[config.mk]
export PLATFORM = sky130hd
export DESIGN_NAME = chunked_adder
export DESIGN_NICKNAME = d
export VERILOG_FILES = /design/src/rtl/chunked_adder.sv
export SDC_FILE = /design/constraint.sdc
export NUM_CORES = 1
export LEC_CHECK = 0
export CAP_MARGIN = 20
export CORE_UTILIZATION = 45
export DETAILED_ROUTE_END_ITERATION = 8
export PLACE_DENSITY = 0.73
export SLEW_MARGIN = 20
export SYNTH_ARGS = -nofsm -noshare
export SYNTH_HDL_FRONTEND = slang
export SYNTH_SLANG_ARGS = --single-unit
[constraint.sdc]
create_clock -name clk -period 3.95 [get_ports clk]
set_input_delay 0.395 -clock clk [delete_from_list [all_inputs] [get_ports clk]]
set_output_delay 0.395 -clock clk [all_outputs]
set_load 0.05 [all_outputs]
[src/rtl/chunked_adder.sv]
// Multi-cycle adder/subtractor: sums CHUNK bits per clock and pulses done with sum, carry-out and overflow.
// Define CHUNKED_ADDER_SATURATE_EN to clamp sum to the signed limit on overflow.
module chunked_adder #(
  parameter int WIDTH = 16,
  parameter int CHUNK = 4
) (
  input  logic             clk,
  input  logic             rst,
  input  logic             start,
  input  logic [WIDTH-1:0] a,
  input  logic [WIDTH-1:0] b,
  input  logic             cin,
  input  logic             sub,
  output logic             busy,
  output logic             done,
  output logic [WIDTH-1:0] sum,
  output logic             cout,
  output logic             ovfl
);

  localparam int N    = WIDTH / CHUNK;
  localparam int IDXW = (N > 1) ? $clog2(N) : 1;
  localparam logic [IDXW-1:0] LAST_IDX = IDXW'(N - 1);

  typedef enum logic [1:0] {IDLE, RUN, DONE} state_t;

  state_t            state_q, state_d;
  logic [WIDTH-1:0]  a_q, a_d;
  logic [WIDTH-1:0]  b_q, b_d;
  logic [WIDTH-1:0]  acc_q, acc_d;
  logic [WIDTH-1:0]  sum_q, sum_d;
  logic [IDXW-1:0]   idx_q, idx_d;
  logic              carry_q, carry_d;
  logic              cout_q, cout_d;
  logic              ovfl_q, ovfl_d;

  int                base;
  logic [CHUNK:0]    chunkRes;
  logic              msbCarryIn;

  always_ff @(posedge clk) begin
    if (rst) begin
      state_q <= IDLE;
      a_q     <= '0;
      b_q     <= '0;
      acc_q   <= '0;
      sum_q   <= '0;
      idx_q   <= '0;
      carry_q <= 1'b0;
      cout_q  <= 1'b0;
      ovfl_q  <= 1'b0;
    end else begin
      state_q <= state_d;
      a_q     <= a_d;
      b_q     <= b_d;
      acc_q   <= acc_d;
      sum_q   <= sum_d;
      idx_q   <= idx_d;
      carry_q <= carry_d;
      cout_q  <= cout_d;
      ovfl_q  <= ovfl_d;
    end
  end

  always_comb begin
    state_d  = state_q;
    a_d      = a_q;
    b_d      = b_q;
    acc_d    = acc_q;
    sum_d    = sum_q;
    idx_d    = idx_q;
    carry_d  = carry_q;
    cout_d   = cout_q;
    ovfl_d   = ovfl_q;

    base     = int'(idx_q) * CHUNK;
    chunkRes = {1'b0, a_q[base +: CHUNK]} + {1'b0, b_q[base +: CHUNK]}
             + {{CHUNK{1'b0}}, carry_q};
    // The top result bit is a^b^carry-in, so the carry into the MSB falls out by XOR.
    msbCarryIn = chunkRes[CHUNK-1] ^ a_q[WIDTH-1] ^ b_q[WIDTH-1];

    case (state_q)
      IDLE, DONE: begin
        if (start) begin
          a_d     = a;
          b_d     = b ^ {WIDTH{sub}};
          carry_d = cin;
          idx_d   = '0;
          state_d = RUN;
        end else begin
          state_d = IDLE;
        end
      end
      RUN: begin
        acc_d[base +: CHUNK] = chunkRes[CHUNK-1:0];
        carry_d = chunkRes[CHUNK];
        idx_d   = idx_q + IDXW'(1);
        if (idx_q == LAST_IDX) begin
          cout_d  = chunkRes[CHUNK];
          ovfl_d  = msbCarryIn ^ chunkRes[CHUNK];
`ifdef CHUNKED_ADDER_SATURATE_EN
          if (msbCarryIn ^ chunkRes[CHUNK]) begin
            sum_d = a_q[WIDTH-1] ? {1'b1, {(WIDTH-1){1'b0}}} : {1'b0, {(WIDTH-1){1'b1}}};
          end else begin
            sum_d = acc_d;
          end
`else
          sum_d   = acc_d;
`endif
          state_d = DONE;
        end
      end
      default: state_d = IDLE;
    endcase
  end

  assign busy = (state_q == RUN);
  assign done = (state_q == DONE);
  assign sum  = sum_q;
  assign cout = cout_q;
  assign ovfl = ovfl_q;

endmodule

=== Yosys cells after proc, flatten, opt, wreduce, memory -nomap -nowiden ===
Index checks and enable logic that the tools add are counted.

* Register bits after elaboration: 71
* Bits of input ports: 37
* Logic and storage cells: 40

* Add/sub/neg operators: 4
* Shift operators: 4
* Muxes and demuxes: 8
* Bitwise logic cells: 4
* Eq/ne operators: 5
* Reductions and logical operators: 6

{| class="wikitable"
|+ Operators with widths
! cell !! count
|-
| $neg 4->33 || 1
|-
| $shift 4x33->16 const A || 1
|-
| $shiftx 4x33->16 || 1
|-
| $shiftx 16x5->4 || 2
|-
| $bwmux 16 || 1
|-
| $xor 16x16->16 || 1
|-
| $pmux 2 s2 || 2
|-
| $reduce_and 2->1 || 3
|-
| $add 4x4->5 || 1
|-
| $add 5x1->5 || 1
|-
| $eq 2x2->1 const B || 2
|-
| $mux 2 || 2
|-
| $xor 1x1->1 || 3
|-
| $add 2x1->2 const B || 1
|-
| $eq 2x1->1 const B || 1
|-
| $logic_not 2->1 || 1
|-
| $mux 1 || 2
|-
| $ne 2x1->1 const B || 1
|-
| $ne 2x2->1 const B || 1
|-
| $pmux 1 s2 || 1
|-
| $reduce_bool 2->1 || 1
|-
| $reduce_or 2->1 || 1
|}

=== Depth between registers and ports, before layout ===
Gate-level depths: netlist of run 1.

* Depth after elaboration: 6
* Gate-level depth with buffers: 8
* Depth with buffers taken out: 7

=== Worst setup path before layout of run 1 ===
No wires, ideal clock.

* Path kind: register to register
* Start: register idx_q[0]
* End: register ovfl_q (netlist: ovfl)
* Path slack: 1168 ps
* Clock period less this slack: 2782 ps
* Stages on the path, launching flop included: 9
* Library setup time: 116 ps
* Path buffers: 2
* Arrival: 2666 ps
* Data required time: 3834 ps
* Path through: dfxtp_1 buf_6 mux4_2 fa_1 and3_1 or3_1 buf_6 a211o_1 a31o_1

* Cells in the longest elaborated chain, start to end: 6
* Elaborated cells between the ends (all ways): 9
* Classes of those cells: add/sub: 2; eq/ne: 1; shift: 2; bitwise: 3; reduce/logical: 1

{| class="wikitable"
|+ RTL lines
! item !! line !! RTL
|-
| start: declaration || 32 || <nowiki>logic [IDXW-1:0] idx_q, idx_d;</nowiki>
|-
| start signal: assignment || 58 || <nowiki>idx_q <= idx_d;</nowiki>
|-
| $shiftx 16x5->4 || 77 || <nowiki>chunkRes = {1'b0, a_q[base +: CHUNK]} + {1'b0, b_q[base +: CHUNK]}</nowiki>
|-
| $add 4x4->5 || 77 ||
|-
| $add 5x1->5 || 78 || <nowiki>+ {{CHUNK{1'b0}}, carry_q};</nowiki>
|-
| $xor 1x1->1 (2 in series) || 80 || <nowiki>msbCarryIn = chunkRes[CHUNK-1] ^ a_q[WIDTH-1] ^ b_q[WIDTH-1];</nowiki>
|-
| $xor 1x1->1 || 100 || <nowiki>ovfl_d = msbCarryIn ^ chunkRes[CHUNK];</nowiki>
|-
| end signal: assignment || 61 || <nowiki>ovfl_q <= ovfl_d;</nowiki>
|-
| end: declaration || 35 || <nowiki>logic ovfl_q, ovfl_d;</nowiki>
|}

Several ways; a longest one is shown, not always the timed one.
A chain may end at the register's enable or synchronous reset.

=== Worst setup path in the final report of run 1 ===
Ends and elaborated chain as after synthesis.

==> out/summary.txt, run 1 <==
Outcome: complete, no violations
Cts bufs inserted: 9
CTS tree: done
Top FF cell, synth: dfxtp_1
Setup violations, final: 0
Number of diodes: 0
Critical Path AT: 3480 ps
Rel. slew slack: 47.1%
Filler cells: 631
Xor/xnor share of the synthesized area: 4.91%
Adder-cell share of the synthesized area: 4.76%
Flops & latches, synth: 71
Clk slew on worst S/H paths: 70 ps
Initial Util: 47.0%
Syn_area_per_cell: 9.01 um2
Final RePlAce weighted congestion: 0.793
Commonest non-fill, non-tap cell in the layout: dfxtp_1
Sink Count: 71
Post-Layout Cell Count: 500
Largest area contributor in the netlist: dfxtp_1
CORE AREA: 6830 um2
Layout cells sized above 1: 7.67%
DP Wirelength: 4710 um
WHS Path Cells: 2
Htree depth: 3
Resized cells post-CTS: 0
Fin crit period: 3230 ps
TritonRoute pass-1 iters: 4
Fmax: 309 MHz
Area contributors post-synth: dfxtp_1 44%, nand2_1 5.7%, mux4_2 5.6%
# DRC: 0
CTS Hold Bufs: 0
DIE AREA: 7470 um2
PortBufs: 56
Placed insts: 484
Req. time, crit path: 4190 ps
Number of global-route vias before repair: 2,498
Synth warnings: 0
Global-route wire length before repair: 11,300 um
Simple-gate share of the synthesized area: 18.3%
Commonest non-fill, non-tap cells in the layout: 71 x dfxtp_1, 55 x clkdlybuf4s50_1, 49 x nand2_1
Synth top area share: 44.3%
Die Y-Extent: 86.5 um
Mux cell area share after synthesis: 5.61%
Largest net degree at the start of global routing: 38
Final-report hold violation count: 0
I/O pin total: 57
Vias: 2,662
Mapped Cells: 356
PwrDens: 412 nW/um2
WL per Instance: 13.1 um
Fin nets: 447
Largest family of logic cells by synthesized area: simple AND/OR/NAND/NOR gates
CTS root buffer: clkbuf_8
Die Wd: 86.5 um
Slew Viols, Final: 0
Initial antenna violation count: 0
Worst slew pin tran: 788 ps
RSZ-0062 raised after global routing: no
Rows: 30
Worst-path maximum fanout: 15
Max_cap viols: 0
Vias/cell: 5.32
CP Capture Type: register
Gr usage total: 19.3%
Async SR Flop Fraction: 0%
Final period util: 81.8%
Clk buf depth: 2
Setup crit start kind: register
Clk Latency, worst-skew pair: 340 ps
Register area share after synthesis: 44.3%
Post-synthesis cell type count: 34
Max Clock Skew: 10.4 ps
Total grt overflow: 0
Initial DRC count: 133
Complex-gate fraction of the synthesized area: 17.4%
Pleak: 1.45 nW
EDFF count, synth: 0
Critical path type: reg2reg
Setup TNS: 0 ps
Post-route ant nets: 0
Mapped Area: 3210 um2
Setup Buffers After CTS: 0
Worst Reg-to-Reg Cells: 6
P&R area growth vs syn: 25.4%
Worst Hold Class: reg2reg
Max IR drop VDD: 0.245 mV
DRT Wirelength: 6540 um
Syn Nets: 404
-- registers in the layout (all words and copies together) (netlist names) --
signal	flops
b_q	16
carry_q	1
a_q	16
ovfl	1
idx_q	2
cout	1
state_q	2
acc_q	16
sum	16
-- critical path, stage by stage, from the launching register on --
cell	delay, ps
dfxtp_1	820
mux4_2	610
fa_1	460
and3_1	200
or3_1	510
a211o_1	350
a31o_1	200
-- worst paths after layout --
check                               from  slack [ps]  endpoint
worst min register to register    a_q[6]         450    a_q[6]
worst min-delay path              a_q[6]         450    a_q[6]
worst max register to register  idx_q[0]         720      ovfl
worst max-delay path            idx_q[0]         720      ovfl
-- layer usage --
metal | global-route usage, % | vias to the layer above | routed length [um]
met4 | 9.55 | 0 | 161
met5 | 0 | - | 0
met2 | 32.5 | 76 | 3230
met3 | 3.62 | 14 | 257
met1 | 23.6 | 1224 | 2890
li1 | - | 1348 | -
-- kinds of logic (layout without fill, tap and decap cells) --
kind of cell / count (synthesis) / in the layout
mux: 8 / 8
compound gates: 81 / 81
fa+ha+maj: 11 / 11
buf+inv: 35 / 83
simple gates: 132 / 132
xor+xnor: 18 / 18
flops: 71 / 71
-- cells in the mapped netlist, drive strengths merged, types with 3 or more instances --
cell type,count
nor2b,3
xnor2,16
inv,6
clkbuf,19
ha,9
a32oi,8
nand4,4
nor3,14
a21oi,30
buf,10
dfxtp,71
nor2,47
nand3,5
a221oi,12
a22oi,6
a211oi,20
nand2,49
mux4,8
-- metrics by stage --
stage	util, %	hold slack (ps)	power (W)	area (um2)	setup WS [ps]
6_report	58.9	452	0.00166	4020	717
3_5_place_dp	55.6	444	0.00103	3800	702
4_1_cts	58.9	454	0.00167	4020	693
5_1_grt	58.9	476	0.00173	4020	482
3_3_place_gp	55.6	440	0.00102	3800	764
2_1_floorplan	-	432	0.000950	3210	1170
-- layout make-up --
type,count,area [um2],share of cell area (%)
clock buffer,13,159,3.95
clock inverter,3,65.1,1.62
inverter,6,22.5,0.560
multi-input combinational,250,1640,40.8
sequential,71,1420,35.3
tap,96,120,2.99
timing repair buffer,61,593,14.7
-- power breakdown --
group / switching, W / internal [W]
clock: 0.000258 / 0.000390
combinational: 0.000131 / 0.000109
sequential: 0.0000236 / 0.000746
(Power assumes the default switching activity.)
==> run 2: changes to the inputs <==
--- a/config.mk
+++ b/config.mk
@@ -8,7 +8,7 @@
 export CAP_MARGIN = 20
 export CORE_UTILIZATION = 45
 export DETAILED_ROUTE_END_ITERATION = 8
-export PLACE_DENSITY = 0.73
+export PLACE_DENSITY = 0.76
 export SLEW_MARGIN = 20
 export SYNTH_ARGS = -nofsm -noshare
 export SYNTH_HDL_FRONTEND = slang
==> constraint.sdc (replaced) <==
create_clock -name clk -period 2.9 [get_ports clk]
set_input_delay 0.29 -clock clk [delete_from_list [all_inputs] [get_ports clk]]
set_output_delay 0.29 -clock clk [all_outputs]
set_load 0.05 [all_outputs]
==> out/summary.txt, run 2 (synthesis results as in run 1) <==
Outcome: complete, no violations (unchanged)
Commonest non-fill, non-tap cell in the layout: dfxtp_1 (unchanged)
I/O pin total: 57 (unchanged)
Worst Hold Class: reg2reg (unchanged)
Die Y-Extent: 86.5 um (unchanged)
Resized cells post-CTS: 0 (unchanged)
Pre-CTS setup slack: 107 ps (was 702 ps)
Vias: 2,758 (was 2,662)
CORE AREA: 6830 um2 (unchanged)
Area post-placement: 3850 um2 (was 3800 um2)
CTS tree: done (unchanged)
Die Wd: 86.5 um (unchanged)
Number of diodes: 0 (unchanged)
Worst R2R Setup Slack: 180 ps (was 720 ps)
Rel. slew slack: 43.6% (was 47.1%)
Clk slew on worst S/H paths: 80 ps (was 70 ps)
# DRC: 0 (unchanged)
P&R area growth vs syn: 27.8% (was 25.4%)
Largest net degree at the start of global routing: 48 (was 38)
Pleak: 1.49 nW (was 1.45 nW)
RSZ-0062 raised after global routing: no (unchanged)
Commonest non-fill, non-tap cells in the layout: 71 x dfxtp_1, 54 x clkdlybuf4s50_1, 49 x nand2_1 (was 71 x dfxtp_1, 55 x clkdlybuf4s50_1, 49 x nand2_1)
WL per Instance: 13.8 um (was 13.1 um)
TritonRoute pass-1 iters: 5 (was 4)
HP Start: acc_q[7] (was a_q[6])
Htree depth: 3 (unchanged)
Req. time, crit path: 3100 ps (was 4190 ps)
Filler cells: 610 (was 631)
Fmax: 368 MHz (was 309 MHz)
Max_cap viols: 0 (unchanged)
Number of global-route vias before repair: 2,662 (was 2,498)
Worst Setup SP: idx_q[0] (unchanged)
Setup violations, final: 0 (unchanged)
DP Wirelength: 5000 um (was 4710 um)
Sink Count: 71 (unchanged)
Total grt overflow: 0 (unchanged)
Final core utilization: 60.0% (was 58.9%)
Setup crit start kind: register (unchanged)
Initial Util: 47.0% (unchanged)
Post-route ant nets: 0 (unchanged)
Vias/cell: 5.44 (was 5.32)
Clk buf depth: 2 (unchanged)
Final WS setup: 181 ps (was 717 ps)
Initial DRC count: 137 (was 133)
PortBufs: 56 (unchanged)
Clk Latency, worst-skew pair: 350 ps (was 340 ps)
Cts bufs inserted: 9 (unchanged)
Rows: 30 (unchanged)
Worst-path maximum fanout: 5 (was 15)
Setup Buffers After CTS: 0 (unchanged)
Global-route wire length before repair: 12,200 um (was 11,300 um)
Critical Path AT: 2920 ps (was 3480 ps)
Gr usage total: 21.0% (was 19.3%)
Finished Cell Area: 4100 um2 (was 4020 um2)
Final-report hold violation count: 0 (unchanged)
Initial antenna violation count: 0 (unchanged)
Fin crit period: 2720 ps (was 3230 ps)
Reg2reg start: idx_q[0] (unchanged)
CTS Hold Bufs: 0 (unchanged)
Layout cells sized above 1: 10.2% (was 7.67%)
Max Clock Skew: 8.34 ps (was 10.4 ps)
DRT Wirelength: 6990 um (was 6540 um)
Final RePlAce weighted congestion: 0.801 (was 0.793)
Critical path type: reg2reg (unchanged)
CTS root buffer: clkbuf_8 (unchanged)
Final period util: 93.8% (was 81.8%)
Slew Viols, Final: 0 (unchanged)
Max IR drop VDD: 0.332 mV (was 0.245 mV)
CP Capture Type: register (unchanged)
DIE AREA: 7470 um2 (unchanged)
Fin nets: 454 (was 447)
Worst slew pin tran: 840 ps (was 788 ps)
WHS: 459 ps (was 452 ps)
Setup TNS: 0 ps (unchanged)
PwrDens: 575 nW/um2 (was 412 nW/um2)
## run 2: layer usage
layer  up-vias  wire (um)  global-route usage [%]
met5         -          0                       0
met4         0        181                    12.0
met3        16        292                    4.76
met2        91       3430                    33.8
met1      1288       3090                    26.0
li1       1363          -                       -
## run 2: cell type report
type	instances	area, um2	share of cell area, %
well taps	96	120	2.93
repair buffers	68	643	15.7
clock buffers	9	124	3.02
multi-input cells	250	1650	40.2
flip-flops and latches	71	1420	34.7
clock inverters	7	120	2.93
inverters	6	22.5	0.549
## run 2: power by group
group / switching, W / internal, W / leakage (nW)
logic: 0.000193 / 0.000162 / 0.792
clock network: 0.000383 / 0.000574 / 0.120
registers: 0.0000278 / 0.00102 / 0.579
total: 0.000604 / 0.00175 / 1.49
## run 2: path summary, 6_finish.rpt
path,end,cells past startpoint
worst max-delay path,sum[10],7
worst min-delay path,acc_q[7],2
worst max register to register,sum[10],7
worst min register to register,acc_q[7],2
## run 2: worst max-delay path, stage by stage (launching register included)
cell	delay, ps
dfxtp_1	460
mux4_2	560
fa_1	440
fa_1	440
xor2_2	190
buf_4	150
a221oi_1	260
nor3_1	80
## run 2: metrics by stage
stage,std cells,power (W)
after global routing,507,0.00246
final,507,0.00236
after CTS,507,0.00237
after global placement,491,0.00141
after detailed placement,491,0.00142
after floorplan,356,0.00129
